[config.mk]
export PLATFORM = sky130hd
export DESIGN_NAME = float_muldiv_seq
export DESIGN_NICKNAME = d
export VERILOG_FILES = /design/src/rtl/float_muldiv_seq.sv
export SDC_FILE = /design/constraint.sdc
export NUM_CORES = 1
export LEC_CHECK = 0
export BUFFER_PORTS_ARGS = -buffer_cell sky130_fd_sc_hd__buf_2
export CAP_MARGIN = 20
export CORE_MARGIN = 4
export CORE_UTILIZATION = 30
export DETAILED_ROUTE_END_ITERATION = 7
export PLACE_DENSITY = 0.49
export SYNTH_ARGS = -nofsm -noshare
export SYNTH_HDL_FRONTEND = slang
export SYNTH_SLANG_ARGS = --single-unit
[constraint.sdc]
create_clock -name clk_i -period 20.4 [get_ports clk_i]
set_clock_uncertainty 0.15 [all_clocks]
set_input_delay 2.04 -clock clk_i [delete_from_list [all_inputs] [get_ports clk_i]]
set_output_delay 2.04 -clock clk_i [all_outputs]
set_load 0.02 [all_outputs]
[src/rtl/float_muldiv_seq.sv]
// Multi-cycle floating-point multiplier/divider over {s, exp[Ne-1:0], mant[Nm-1:0]}.
// Shift-add multiply, restoring divide, truncating rounding, start/done handshake.
module float_muldiv_seq #(
    parameter int Nm = 23,
    parameter int Ne = 8
) (
    input  logic                clk_i,
    input  logic                rst_i,
    input  logic                start_i,
    input  logic                op_i,
    input  logic [Ne+Nm:0]      op_a_i,
    input  logic [Ne+Nm:0]      op_b_i,
    output logic                ready_o,
    output logic                done_o,
    output logic [Ne+Nm:0]      res_o,
    output logic [3:0]          flags_o
);
    localparam int W    = 1 + Ne + Nm;
    localparam int PW   = 2 * Nm + 2;
    localparam int EW   = Ne + 2;
    localparam int CW   = $clog2(Nm + 3);
    localparam int BIAS = 2 ** (Ne - 1) - 1;
    localparam int EMAX = 2 ** Ne - 1;

    typedef enum logic [2:0] {
        IDLE,
        UNPACK,
        ITER,
        NORM,
        DONE
    } state_t;

    state_t          state_q, state_d;
    logic            op_q, op_d;
    logic [W-1:0]    a_q, a_d, b_q, b_d;
    logic            sign_q, sign_d;
    logic [EW-1:0]   exp_q, exp_d;
    logic [CW-1:0]   cnt_q, cnt_d;
    logic [PW-1:0]   acc_q, acc_d, mcand_q, mcand_d;
    logic [Nm:0]     mplier_q, mplier_d;
    logic [Nm+2:0]   rem_q, rem_d;
    logic [Nm+1:0]   quo_q, quo_d;
    logic [W-1:0]    pres_q, pres_d, res_q, res_d;
    logic [3:0]      pflags_q, pflags_d, flags_q, flags_d;
    logic            done_q, done_d, ready_q, ready_d;

    logic            sa, sb, s_res;
    logic [Ne-1:0]   ea, eb;
    logic [Nm:0]     ma, mb;
    logic            a_zero, a_inf, b_zero, b_inf;
    logic [W-1:0]    inf_val, nan_val, zero_val;
    logic [Nm-1:0]   mant_n;
    logic [EW-1:0]   exp_n;

    assign sa       = a_q[W-1];
    assign sb       = b_q[W-1];
    assign ea       = a_q[W-2:Nm];
    assign eb       = b_q[W-2:Nm];
    assign ma       = {1'b1, a_q[Nm-1:0]};
    assign mb       = {1'b1, b_q[Nm-1:0]};
    assign a_zero   = (ea == '0);
    assign b_zero   = (eb == '0);
    assign a_inf    = (ea == '1);
    assign b_inf    = (eb == '1);
    assign s_res    = sa ^ sb;
    assign inf_val  = {s_res, {Ne{1'b1}}, {Nm{1'b0}}};
    assign nan_val  = {s_res, {Ne{1'b1}}, {Nm{1'b1}}};
    assign zero_val = {s_res, {(W-1){1'b0}}};

    always_comb begin
        state_d  = state_q;
        op_d     = op_q;
        a_d      = a_q;
        b_d      = b_q;
        sign_d   = sign_q;
        exp_d    = exp_q;
        cnt_d    = cnt_q;
        acc_d    = acc_q;
        mcand_d  = mcand_q;
        mplier_d = mplier_q;
        rem_d    = rem_q;
        quo_d    = quo_q;
        pres_d   = pres_q;
        pflags_d = pflags_q;
        res_d    = res_q;
        flags_d  = flags_q;
        done_d   = 1'b0;
        mant_n   = '0;
        exp_n    = '0;

        case (state_q)
            IDLE: begin
                if (start_i && ready_q) begin
                    state_d = UNPACK;
                    op_d    = op_i;
                    a_d     = op_a_i;
                    b_d     = op_b_i;
                end
            end

            UNPACK: begin
                sign_d   = s_res;
                pflags_d = 4'b0000;
                state_d  = DONE;
                if (!op_q) begin
                    if ((a_zero && b_inf) || (a_inf && b_zero)) begin
                        pres_d   = nan_val;
                        pflags_d = 4'b1000;
                    end else if (a_inf || b_inf) begin
                        pres_d = inf_val;
                    end else if (a_zero || b_zero) begin
                        pres_d = zero_val;
                    end else begin
                        state_d = ITER;
                    end
                end else begin
                    if ((a_zero && b_zero) || (a_inf && b_inf)) begin
                        pres_d   = nan_val;
                        pflags_d = 4'b1000;
                    end else if (a_inf) begin
                        pres_d = inf_val;
                    end else if (b_zero) begin
                        pres_d   = inf_val;
                        pflags_d = 4'b0100;
                    end else if (a_zero || b_inf) begin
                        pres_d = zero_val;
                    end else begin
                        state_d = ITER;
                    end
                end
                // Iteration count is loaded as N-1 so ITER lasts exactly N cycles.
                cnt_d    = op_q ? CW'(Nm + 1) : CW'(Nm);
                acc_d    = '0;
                mcand_d  = PW'(ma);
                mplier_d = mb;
                rem_d    = {2'b00, ma};
                quo_d    = '0;
                if (op_q)
                    exp_d = EW'(ea) - EW'(eb) + EW'(BIAS);
                else
                    exp_d = EW'(ea) + EW'(eb) - EW'(BIAS);
            end

            ITER: begin
                if (!op_q) begin
                    if (mplier_q[0])
                        acc_d = acc_q + mcand_q;
                    mcand_d  = mcand_q << 1;
                    mplier_d = mplier_q >> 1;
                end else begin
                    if (rem_q >= {2'b00, mb}) begin
                        quo_d = {quo_q[Nm:0], 1'b1};
                        rem_d = (rem_q - {2'b00, mb}) << 1;
                    end else begin
                        quo_d = {quo_q[Nm:0], 1'b0};
                        rem_d = rem_q << 1;
                    end
                end
                if (cnt_q == '0)
                    state_d = NORM;
                else
                    cnt_d = cnt_q - 1'b1;
            end

            NORM: begin
                if (!op_q) begin
                    if (acc_q[PW-1]) begin
                        mant_n = Nm'(acc_q >> (Nm + 1));
                        exp_n  = exp_q + 1'b1;
                    end else begin
                        mant_n = Nm'(acc_q >> Nm);
                        exp_n  = exp_q;
                    end
                end else begin
                    if (quo_q[Nm+1]) begin
                        mant_n = Nm'(quo_q >> 1);
                        exp_n  = exp_q;
                    end else begin
                        mant_n = Nm'(quo_q);
                        exp_n  = exp_q - 1'b1;
                    end
                end
                // exp_n is two's complement: MSB set means a negative exponent.
                if (!exp_n[EW-1] && (exp_n >= EW'(EMAX))) begin
                    pres_d   = {sign_q, {Ne{1'b1}}, {Nm{1'b0}}};
                    pflags_d = 4'b0010;
                end else if (exp_n[EW-1] || (exp_n == '0)) begin
                    pres_d   = {sign_q, {(W-1){1'b0}}};
                    pflags_d = 4'b0001;
                end else begin
                    pres_d   = {sign_q, exp_n[Ne-1:0], mant_n};
                    pflags_d = 4'b0000;
                end
                state_d = DONE;
            end

            DONE: begin
                res_d   = pres_q;
                flags_d = pflags_q;
                done_d  = 1'b1;
                state_d = IDLE;
            end

            default: state_d = IDLE;
        endcase

        // ready stays low through the done pulse and rises the cycle after.
        ready_d = (state_d == IDLE) && (state_q != DONE);
    end

    always_ff @(posedge clk_i or posedge rst_i) begin
        if (rst_i) begin
            state_q  <= IDLE;
            op_q     <= 1'b0;
            a_q      <= '0;
            b_q      <= '0;
            sign_q   <= 1'b0;
            exp_q    <= '0;
            cnt_q    <= '0;
            acc_q    <= '0;
            mcand_q  <= '0;
            mplier_q <= '0;
            rem_q    <= '0;
            quo_q    <= '0;
            pres_q   <= '0;
            pflags_q <= '0;
            res_q    <= '0;
            flags_q  <= '0;
            done_q   <= 1'b0;
            ready_q  <= 1'b1;
        end else begin
            state_q  <= state_d;
            op_q     <= op_d;
            a_q      <= a_d;
            b_q      <= b_d;
            sign_q   <= sign_d;
            exp_q    <= exp_d;
            cnt_q    <= cnt_d;
            acc_q    <= acc_d;
            mcand_q  <= mcand_d;
            mplier_q <= mplier_d;
            rem_q    <= rem_d;
            quo_q    <= quo_d;
            pres_q   <= pres_d;
            pflags_q <= pflags_d;
            res_q    <= res_d;
            flags_q  <= flags_d;
            done_q   <= done_d;
            ready_q  <= ready_d;
        end
    end

    assign ready_o = ready_q;
    assign done_o  = done_q;
    assign res_o   = res_q;
    assign flags_o = flags_q;

endmodule

==> metrics.txt, run 1 <==
# TYPE chip_impl_metric gauge
chip_impl_info{name="run_status",value="complete, no violations"} 1
chip_impl_metric{name="grt_first_pass_wirelength",unit="µm"} 81000
chip_impl_info{name="dominantRegCellSynth",value="sky130_fd_sc_hd__dfrtp_1"} 1
chip_impl_metric{name="total_leakage_power",unit="nW"} 10.0
chip_impl_metric{name="ff2ff_setup_slack",unit="ns"} 16.49
chip_impl_metric{name="clock.fmax",unit="MHz"} 251
chip_impl_metric{name="synth_warnings",unit=""} 0
chip_impl_metric{name="clkSinkCount",unit=""} 329
chip_impl_info{name="ys_top_cells_by_area",value="sky130_fd_sc_hd__dfrtp_1 43%, sky130_fd_sc_hd__ha_1 6.4%, sky130_fd_sc_hd__nand2_1 6.2%, sky130_fd_sc_hd__mux2_2 4.2%, sky130_fd_sc_hd__o21ai_0 3.4%"} 1
chip_impl_metric{name="detail_route.first_pass.iterations",unit=""} 5
chip_impl_metric{name="cts.clk_slew.worst_paths",unit="ns"} 0.06
chip_impl_metric{name="total_power",unit="W"} 0.00386
chip_impl_metric{name="power_density",unit="nW/µm²"} 178
chip_impl_metric{name="max_cap_violations",unit=""} 0
chip_impl_info{name="layout.cells.most_common_list",value="327 x sky130_fd_sc_hd__dfrtp_1, 311 x sky130_fd_sc_hd__nand2_1, 131 x sky130_fd_sc_hd__o21ai_0, 127 x sky130_fd_sc_hd__nor2_1, 125 x sky130_fd_sc_hd__nand3_1"} 1
chip_impl_metric{name="finalHoldViolations",unit=""} 0
chip_impl_metric{name="wire_per_inst",unit="µm"} 16.6
chip_impl_metric{name="drc",unit=""} 0
chip_impl_metric{name="synth.yosys.seq_area_share",unit=""} 0.433
chip_impl_metric{name="core",unit="µm²"} 62900
chip_impl_metric{name="max-vdd-ir-drop",unit="mV"} 0.113
chip_impl_metric{name="post_detailed_route_count_of_antenna_violating_nets",unit=""} 0
chip_impl_metric{name="dp_slack",unit="ns"} 15.64
chip_impl_metric{name="postLayoutSetupSlackWorst",unit="ns"} 16.41
chip_impl_metric{name="buffer_ports.inserted",unit=""} 105
chip_impl_info{name="holdCritStartpoint",value="cnt_q[4]"} 1
chip_impl_metric{name="ys_seq_elements",unit=""} 329
chip_impl_info{name="r2r-start",value="state_q[1]"} 1
chip_impl_metric{name="timing.critical_path.arrival",unit="ns"} 4.37
chip_impl_metric{name="asyncSetResetFlopFracSynth",unit=""} 1.00
chip_impl_metric{name="fin_tns_setup",unit="ns"} 0
chip_impl_metric{name="layout_worst_path_cycle_share",unit=""} 0.196
chip_impl_metric{name="post-dp-hpwl",unit="µm"} 34300
chip_impl_metric{name="detail_route.wirelength",unit="µm"} 49400
chip_impl_metric{name="synth_nets",unit=""} 2235
chip_impl_metric{name="r2r_cells",unit=""} 7
chip_impl_metric{name="grt_antenna_before_repair",unit=""} 0
chip_impl_info{name="timing.rr.end",value="mcand_q[28]"} 1
chip_impl_metric{name="synth_edf_count",unit=""} 0
chip_impl_metric{name="route.detailed.vias_per_inst",unit=""} 5.06
chip_impl_metric{name="grt_use_total",unit=""} 0.144
chip_impl_metric{name="worst_hold_path.num_cells",unit=""} 1
chip_impl_metric{name="insertion_delay",unit="ns"} 0.55
chip_impl_metric{name="grt_start_max_net_pins",unit=""} 153
chip_impl_metric{name="report.final.setup_viol",unit=""} 0
chip_impl_metric{name="top_level_ports",unit=""} 106
chip_impl_metric{name="floorplan.rows",unit=""} 92
chip_impl_metric{name="antenna_cells_inserted",unit=""} 0
chip_impl_metric{name="post_route_cells_drive_above_1_share",unit=""} 0.141
chip_impl_metric{name="timing.final.max_slew_violations",unit=""} 0
chip_impl_metric{name="overflow",unit=""} 0
chip_impl_metric{name="gp_congestion",unit=""} 0.852
chip_impl_info{name="tritoncts_clock_tree",value="built"} 1
chip_impl_metric{name="whs",unit="ns"} 0.336
chip_impl_metric{name="syn-instance-count",unit=""} 2066
chip_impl_metric{name="post-cts-setup-buffers",unit=""} 0
chip_impl_metric{name="synth.top_cell.area_share",unit=""} 0.432
chip_impl_metric{name="chipWidth",unit="µm"} 260
chip_impl_metric{name="initial_core_util",unit=""} 0.302
chip_impl_metric{name="dr.first_iter.drc_count",unit=""} 736
chip_impl_info{name="criticalPathCategory",value="input pin to async pin"} 1
chip_impl_info{name="crit_path_end_kind",value="async pin"} 1
chip_impl_metric{name="chipHeight",unit="µm"} 260
chip_impl_metric{name="syn-cell-area",unit="µm²"} 19000
chip_impl_metric{name="floorplan.die_area",unit="µm²"} 67400
chip_impl_info{name="min_path_type",value="register to register"} 1
chip_impl_metric{name="yosysUniqueCellTypes",unit=""} 95
chip_impl_metric{name="clk_path_buf_depth",unit=""} 3
chip_impl_metric{name="critPathMaxFanout",unit=""} 152
chip_impl_info{name="worst_case_hold_path_end_point",value="cnt_q[4]"} 1
chip_impl_metric{name="tritoncts.num_buffers",unit=""} 39
chip_impl_metric{name="relative_area_change_from_synthesis_to_final_layout",unit="%"} 14.1
chip_impl_info{name="crit_path_start_kind",value="input pin"} 1
chip_impl_metric{name="period_minus_slack",unit="ns"} 3.99
chip_impl_metric{name="worstPathRequired",unit="ns"} 20.78
chip_impl_info{name="layout_commonest_cell",value="sky130_fd_sc_hd__dfrtp_1"} 1
chip_impl_metric{name="tightest_slew",unit="ns"} 1.03
chip_impl_info{name="rsz0062_at_grt",value="false"} 1
chip_impl_metric{name="timing.max_slew.rel_slack",unit=""} 0.311
chip_impl_metric{name="cts_hold_buf",unit=""} 0
chip_impl_info{name="root_buffer",value="sky130_fd_sc_hd__clkbuf_16"} 1
chip_impl_metric{name="synth_area_per_cell",unit="µm²"} 9.20
chip_impl_metric{name="route.vias.total",unit=""} 15100
chip_impl_info{name="synthDominantAreaCellType",value="sky130_fd_sc_hd__dfrtp_1"} 1
chip_impl_metric{name="cts-htree-levels",unit=""} 2
chip_impl_metric{name="via_count_of_the_first_global_routing_pass",unit=""} 14900
chip_impl_metric{name="fin_nets",unit=""} 2277
chip_impl_metric{name="postCtsResizedCells",unit=""} 0
==> metal layers <==
| layer | routed length, µm | track usage |
|---|---|---|
| met1 | 24000 | 0.205 |
| met2 | 22400 | 0.231 |
| met3 | 1960 | 0.0209 |
| met4 | 1010 | 0.0364 |
| met5 | 0 | 0 |
==> critical path, stage by stage <==
cell and delay (ns):
sky130_fd_sc_hd__buf_2 0.14, sky130_fd_sc_hd__inv_8 0.48, sky130_fd_sc_hd__buf_12 0.64, sky130_fd_sc_hd__buf_4 0.87
==> per-stage QoR <==
stage               cell area (µm²)  cells  utilization
detailed placement            20300   2912        0.323
global route                  21700   2984        0.345
floorplan                     19000   2066            -
CTS                           21700   2983        0.345
finish                        21700   2984        0.345
global placement              20300   2912        0.323
==> report_power, final <==
part | leakage, nW | total, W | switching (W) | internal [W]
Clock | 0.690 | 0.000756 | 0.000287 | 0.000469
Sequential | 4.16 | 0.00110 | 0.000197 | 0.000898
Combinational | 5.15 | 0.00201 | 0.00121 | 0.000800
Total | 10.0 | 0.00386 | 0.00169 | 0.00217
==> how the worst max path moves through the flow <==
stage               start   endpoint  cells past startpoint
floorplan           rst_i     a_q[0]                      1
finish              rst_i   rem_q[9]                      4
global route        rst_i   rem_q[8]                      4
detailed placement  rst_i   rem_q[9]                      4
global placement    rst_i  rem_q[18]                      4
CTS                 rst_i   rem_q[9]                      4
==> flip-flops by register name, indices dropped and copies added (netlist names) <==
| name | count |
|---|---|
| a_q | 32 |
| acc_q | 48 |
| b_q | 32 |
| cnt_q | 5 |
| done_o | 1 |
| exp_q | 10 |
| flags_o | 4 |
| mcand_q | 48 |
| mplier_q | 24 |
| op_q | 1 |
| pflags_q | 4 |
| pres_q | 32 |
| quo_q | 25 |
| ready_o | 1 |
| rem_q | 26 |
| res_o | 32 |
| sign_q | 1 |
| state_q | 3 |
==> cell usage after synthesis, types with 3 or more instances <==
master,instances
sky130_fd_sc_hd__a211o_1,3
sky130_fd_sc_hd__a211oi_1,29
sky130_fd_sc_hd__a21o_1,57
sky130_fd_sc_hd__a21oi_1,121
sky130_fd_sc_hd__a221o_1,23
sky130_fd_sc_hd__a22o_1,5
sky130_fd_sc_hd__a22oi_1,3
sky130_fd_sc_hd__a311oi_1,3
sky130_fd_sc_hd__a31oi_1,57
sky130_fd_sc_hd__a41oi_1,3
sky130_fd_sc_hd__and2_1,5
sky130_fd_sc_hd__and3_1,12
sky130_fd_sc_hd__and4_1,3
sky130_fd_sc_hd__buf_1,21
sky130_fd_sc_hd__buf_2,4
sky130_fd_sc_hd__buf_6,3
sky130_fd_sc_hd__clkbuf_1,91
sky130_fd_sc_hd__dfrtp_1,328
sky130_fd_sc_hd__fa_1,4
sky130_fd_sc_hd__ha_1,97
sky130_fd_sc_hd__inv_1,73
sky130_fd_sc_hd__mux2_2,71
sky130_fd_sc_hd__mux2i_1,33
sky130_fd_sc_hd__nand2_1,313
sky130_fd_sc_hd__nand2b_1,7
sky130_fd_sc_hd__nand3_1,125
sky130_fd_sc_hd__nand4_1,17
sky130_fd_sc_hd__nor2_1,130
sky130_fd_sc_hd__nor2b_1,34
sky130_fd_sc_hd__nor3_1,21
sky130_fd_sc_hd__o211ai_1,10
sky130_fd_sc_hd__o21a_1,14
sky130_fd_sc_hd__o21ai_0,131
sky130_fd_sc_hd__o21ai_1,16
sky130_fd_sc_hd__o21bai_1,11
sky130_fd_sc_hd__o221ai_1,11
sky130_fd_sc_hd__o22ai_1,4
sky130_fd_sc_hd__o31a_1,5
sky130_fd_sc_hd__o31ai_1,5
sky130_fd_sc_hd__o32a_1,3
sky130_fd_sc_hd__o32ai_1,4
sky130_fd_sc_hd__or3_1,7
sky130_fd_sc_hd__or4_1,4
sky130_fd_sc_hd__xnor2_1,52
sky130_fd_sc_hd__xor2_1,30
==> logic make-up after synthesis <==
family | share of synthesized area
AND/OR/NAND/NOR | 0.165
multiplexers | 0.0594
buffers and inverters | 0.0417
flip-flops | 0.433
AO/OA/AOI/OAI | 0.194
adder cells (fa/ha/maj) | 0.0681
XOR/XNOR | 0.0386
==> area by class of cell <==
| type | count | area [µm²] |
|---|---|---|
| sequential | 329 | 8240 |
| clock inverter | 18 | 250 |
| tap | 846 | 1060 |
| fill | 6490 | 41200 |
| inverter | 75 | 289 |
| timing repair buffer | 123 | 681 |
| multi-input combinational | 1540 | 10000 |
| clock buffer | 53 | 1140 |
No activity file was read; power rests on OpenSTA's default activity.
==> inputs of run 2 (changes only) <==
- ABC_AREA: not set -> 1
- PLACE_DENSITY: 0.49 -> 0.5
- clock period: 20.4 -> 3.3 ns (I/O delays scaled with it)
==> run 2 against run 1 <==
Net effect:
- clock power grew to 5.9 times the previous value
- sequential share of layout area is 4.2 points lower
- routed wire length is 25% higher
- synthesized cell count is 41% higher
- die area is 8.8% higher
- via count is 26% higher
- cell area is 12% higher
- hold slack worse by 0.047 ns
- final cell count is 34% higher
==> metrics.txt, run 2 <==
# TYPE chip_impl_metric gauge
chip_impl_info{name="run_status",value="complete, no violations"} 1
chip_impl_metric{name="synth_warnings",unit=""} 0
chip_impl_metric{name="fin_nets",unit=""} 3222
chip_impl_info{name="path_common_cell",value="sky130_fd_sc_hd__nand2_1"} 1
chip_impl_metric{name="synth_edf_count",unit=""} 0
chip_impl_metric{name="chipWidth",unit="µm"} 271
chip_impl_metric{name="tritoncts.num_buffers",unit=""} 41
chip_impl_info{name="setup.worst_path.start",value="mcand_q[0]"} 1
chip_impl_metric{name="asyncSetResetFlopFracSynth",unit=""} 1.00
chip_impl_info{name="dominantRegCellSynth",value="sky130_fd_sc_hd__dfrtp_1"} 1
chip_impl_metric{name="report.final.setup_viol",unit=""} 0
chip_impl_metric{name="syn-instance-count",unit=""} 2909
chip_impl_metric{name="route.vias.total",unit=""} 19000
chip_impl_metric{name="initial_core_util",unit=""} 0.302
chip_impl_metric{name="synth.yosys.seq_area_share",unit=""} 0.397
chip_impl_info{name="crit_path_end_kind",value="register"} 1
chip_impl_metric{name="worstPathRequired",unit="ns"} 3.65
chip_impl_metric{name="critPathMaxFanout",unit=""} 6
chip_impl_metric{name="overflow",unit=""} 0
chip_impl_metric{name="syn-cell-area",unit="µm²"} 20700
chip_impl_metric{name="cts-htree-levels",unit=""} 2
chip_impl_info{name="layout_commonest_cell",value="sky130_fd_sc_hd__nand2_1"} 1
chip_impl_metric{name="max-vdd-ir-drop",unit="mV"} 0.403
chip_impl_metric{name="power_density",unit="nW/µm²"} 960
chip_impl_metric{name="tightest_slew",unit="ns"} 0.932
chip_impl_metric{name="placed_inst_area",unit="µm²"} 22400
chip_impl_metric{name="postCtsResizedCells",unit=""} 0
chip_impl_info{name="layout.cells.most_common_list",value="688 x sky130_fd_sc_hd__nand2_1, 360 x sky130_fd_sc_hd__inv_1, 328 x sky130_fd_sc_hd__dfrtp_1, 309 x sky130_fd_sc_hd__nor2_1, 261 x sky130_fd_sc_hd__a21oi_1"} 1
chip_impl_metric{name="grt_antenna_before_repair",unit=""} 0
chip_impl_metric{name="fill_cells",unit=""} 7401
chip_impl_metric{name="detail_route.first_pass.iterations",unit=""} 5
chip_impl_metric{name="core",unit="µm²"} 68600
chip_impl_info{name="criticalPathCategory",value="register to register"} 1
chip_impl_info{name="critical_path_cell_list",value="ha_1, fa_1, nand3_1, nand2_1, a21oi_1, o21ai_0, nand2_1, nand2_1, a21oi_1, o21ai_1, o21ai_1"} 1
chip_impl_metric{name="finalHoldViolations",unit=""} 0
chip_impl_metric{name="chipHeight",unit="µm"} 271
chip_impl_metric{name="synth.top_cell.area_share",unit=""} 0.396
chip_impl_metric{name="timing.max_slew.rel_slack",unit=""} 0.378
chip_impl_metric{name="clkSinkCount",unit=""} 329
chip_impl_metric{name="worst_path_largest_cell_delay",unit="ns"} 0.44
chip_impl_metric{name="layout_worst_path_cycle_share",unit=""} 0.855
chip_impl_metric{name="floorplan.die_area",unit="µm²"} 73400
chip_impl_metric{name="detail_route.wirelength",unit="µm"} 61800
chip_impl_metric{name="total_leakage_power",unit="nW"} 11.8
chip_impl_metric{name="max_cap_violations",unit=""} 0
chip_impl_metric{name="synth_nets",unit=""} 3078
chip_impl_info{name="r2r-start",value="mcand_q[0]"} 1
chip_impl_metric{name="clock.fmax",unit="MHz"} 354
chip_impl_info{name="tritoncts_clock_tree",value="built"} 1
chip_impl_metric{name="post-dp-hpwl",unit="µm"} 46500
chip_impl_info{name="synth_most_common_cell",value="sky130_fd_sc_hd__nand2_1"} 1
chip_impl_metric{name="dr.first_iter.drc_count",unit=""} 1260
chip_impl_metric{name="buffer_ports.inserted",unit=""} 105
chip_impl_metric{name="period_minus_slack",unit="ns"} 2.82
chip_impl_info{name="synth.top_cells.by_count",value="689 x sky130_fd_sc_hd__nand2_1, 361 x sky130_fd_sc_hd__inv_1, 328 x sky130_fd_sc_hd__dfrtp_1"} 1
chip_impl_metric{name="post_route_cells_drive_above_1_share",unit=""} 0.0860
chip_impl_metric{name="floorplan.rows",unit=""} 96
chip_impl_metric{name="post_detailed_route_count_of_antenna_violating_nets",unit=""} 0
chip_impl_metric{name="timing.final.max_slew_violations",unit=""} 0
chip_impl_metric{name="timing.critical_path.arrival",unit="ns"} 3.17
chip_impl_metric{name="cts.clk_slew.worst_paths",unit="ns"} 0.07
chip_impl_metric{name="yosysUniqueCellTypes",unit=""} 44
chip_impl_metric{name="route.detailed.vias_per_inst",unit=""} 4.74
chip_impl_info{name="root_buffer",value="sky130_fd_sc_hd__clkbuf_16"} 1
chip_impl_metric{name="top_level_ports",unit=""} 106
chip_impl_metric{name="synth_area_per_cell",unit="µm²"} 7.13
chip_impl_metric{name="stdcell_area",unit="µm²"} 24400
chip_impl_metric{name="ff2ff_setup_slack",unit="ns"} 0.48
chip_impl_info{name="synthDominantAreaCellType",value="sky130_fd_sc_hd__dfrtp_1"} 1
chip_impl_metric{name="gp_congestion",unit=""} 0.929
chip_impl_info{name="crit_path_start_kind",value="register"} 1
chip_impl_info{name="rsz0062_at_grt",value="false"} 1
chip_impl_metric{name="insertion_delay",unit="ns"} 0.59
chip_impl_metric{name="grt_start_max_net_pins",unit=""} 68
chip_impl_metric{name="fin_tns_setup",unit="ns"} 0
chip_impl_metric{name="drc",unit=""} 0
chip_impl_metric{name="grt_first_pass_wirelength",unit="µm"} 101000
chip_impl_info{name="timing.critical_path.slowest_stage_cell",value="sky130_fd_sc_hd__o21ai_0"} 1
chip_impl_metric{name="wire_per_inst",unit="µm"} 15.4
chip_impl_metric{name="ys_seq_elements",unit=""} 329
chip_impl_info{name="reg.largest.list",value="acc_q (48), mcand_q (48)"} 1
chip_impl_metric{name="total_power",unit="W"} 0.0234
chip_impl_metric{name="antenna_cells_inserted",unit=""} 0
chip_impl_metric{name="relative_area_change_from_synthesis_to_final_layout",unit="%"} 17.5
chip_impl_metric{name="clk_path_buf_depth",unit=""} 3
chip_impl_info{name="min_path_type",value="input pin to async pin"} 1
chip_impl_metric{name="via_count_of_the_first_global_routing_pass",unit=""} 18400
chip_impl_metric{name="grt_use_total",unit=""} 0.167
chip_impl_info{name="ys_top_cells_by_area",value="sky130_fd_sc_hd__dfrtp_1 40%, sky130_fd_sc_hd__nand2_1 12%, sky130_fd_sc_hd__inv_1 6.5%, sky130_fd_sc_hd__a21oi_1 6.3%, sky130_fd_sc_hd__ha_1 5.9%"} 1
[run 2: metrics by stage]
step	std cells	setup WS [ns]	utilization	hold WS [ns]
3_3_place_gp	3875	0.493	0.326	0.300
6_report	4012	0.477	0.355	0.288
4_1_cts	4012	0.496	0.355	0.282
2_1_floorplan	2909	-1.57	-	0.292
5_1_grt	4012	0.163	0.355	0.330
3_5_place_dp	3875	0.517	0.326	0.306
[run 2: power by group]
part	switching [W]	leakage [nW]	internal (W)
sequential	0.000981	4.11	0.00560
clock	0.00185	0.647	0.00261
combinational	0.00816	7.08	0.00419
total	0.0110	11.8	0.0124
[run 2: logic make-up after synthesis]
kind of cell / Yosys count / share of synthesized area
AOI/OAI and AO/OA: 618 / 0.159
xor gates and xnor gates: 28 / 0.0118
adders and majority gates: 101 / 0.0624
buffers and inverters: 501 / 0.0929
DFF: 329 / 0.397
muxes: 31 / 0.0168
and+or+nand+nor: 1301 / 0.260
[run 2: layer usage]
| layer | track usage | wire [µm] | vias to the layer above |
|---|---|---|---|
| met5 | 0 | 0 | - |
| met1 | 0.244 | 30600 | 8823 |
| li1 | - | - | 9808 |
| met3 | 0.0223 | 2490 | 64 |
| met4 | 0.0359 | 1020 | 0 |
| met2 | 0.263 | 27700 | 341 |
[run 2: path summary, 6_finish.rpt]
path / to / cells past startpoint
worst max-delay path: acc_q[30] / 11
worst min-delay path: acc_q[42] / 3
worst max register to register: acc_q[30] / 11
worst min register to register: res_o[3] / 2
max in group asynchronous: ready_o / 4
min in group clk_i: b_q[23] / 3
[run 2: critical path, delay by kind of cell (launching register included)]
family | cells | cell delay (ns)
compound gates | 5 | 1.15
fa+ha+maj | 2 | 0.63
simple gates | 4 | 0.42
flops | 1 | 0.40
[run 2: final cells by class]
class	count	area (µm²)	share of cell area
Tap cell	931	1160	0.0478
Sequential cell	329	8230	0.338
Clock inverter	16	173	0.00709
Clock buffer	55	1150	0.0471
Multi-Input combinational cell	2079	10600	0.435
Timing Repair Buffer	209	1570	0.0645
Inverter	393	1480	0.0607
[run 2: timing repair]
| action | in CTS | in global routing |
|---|---|---|
| setup buffers | 0 | 0 |
| endpoints found under the hold margin | 84 | 0 |
| hold buffers | 66 | 0 |
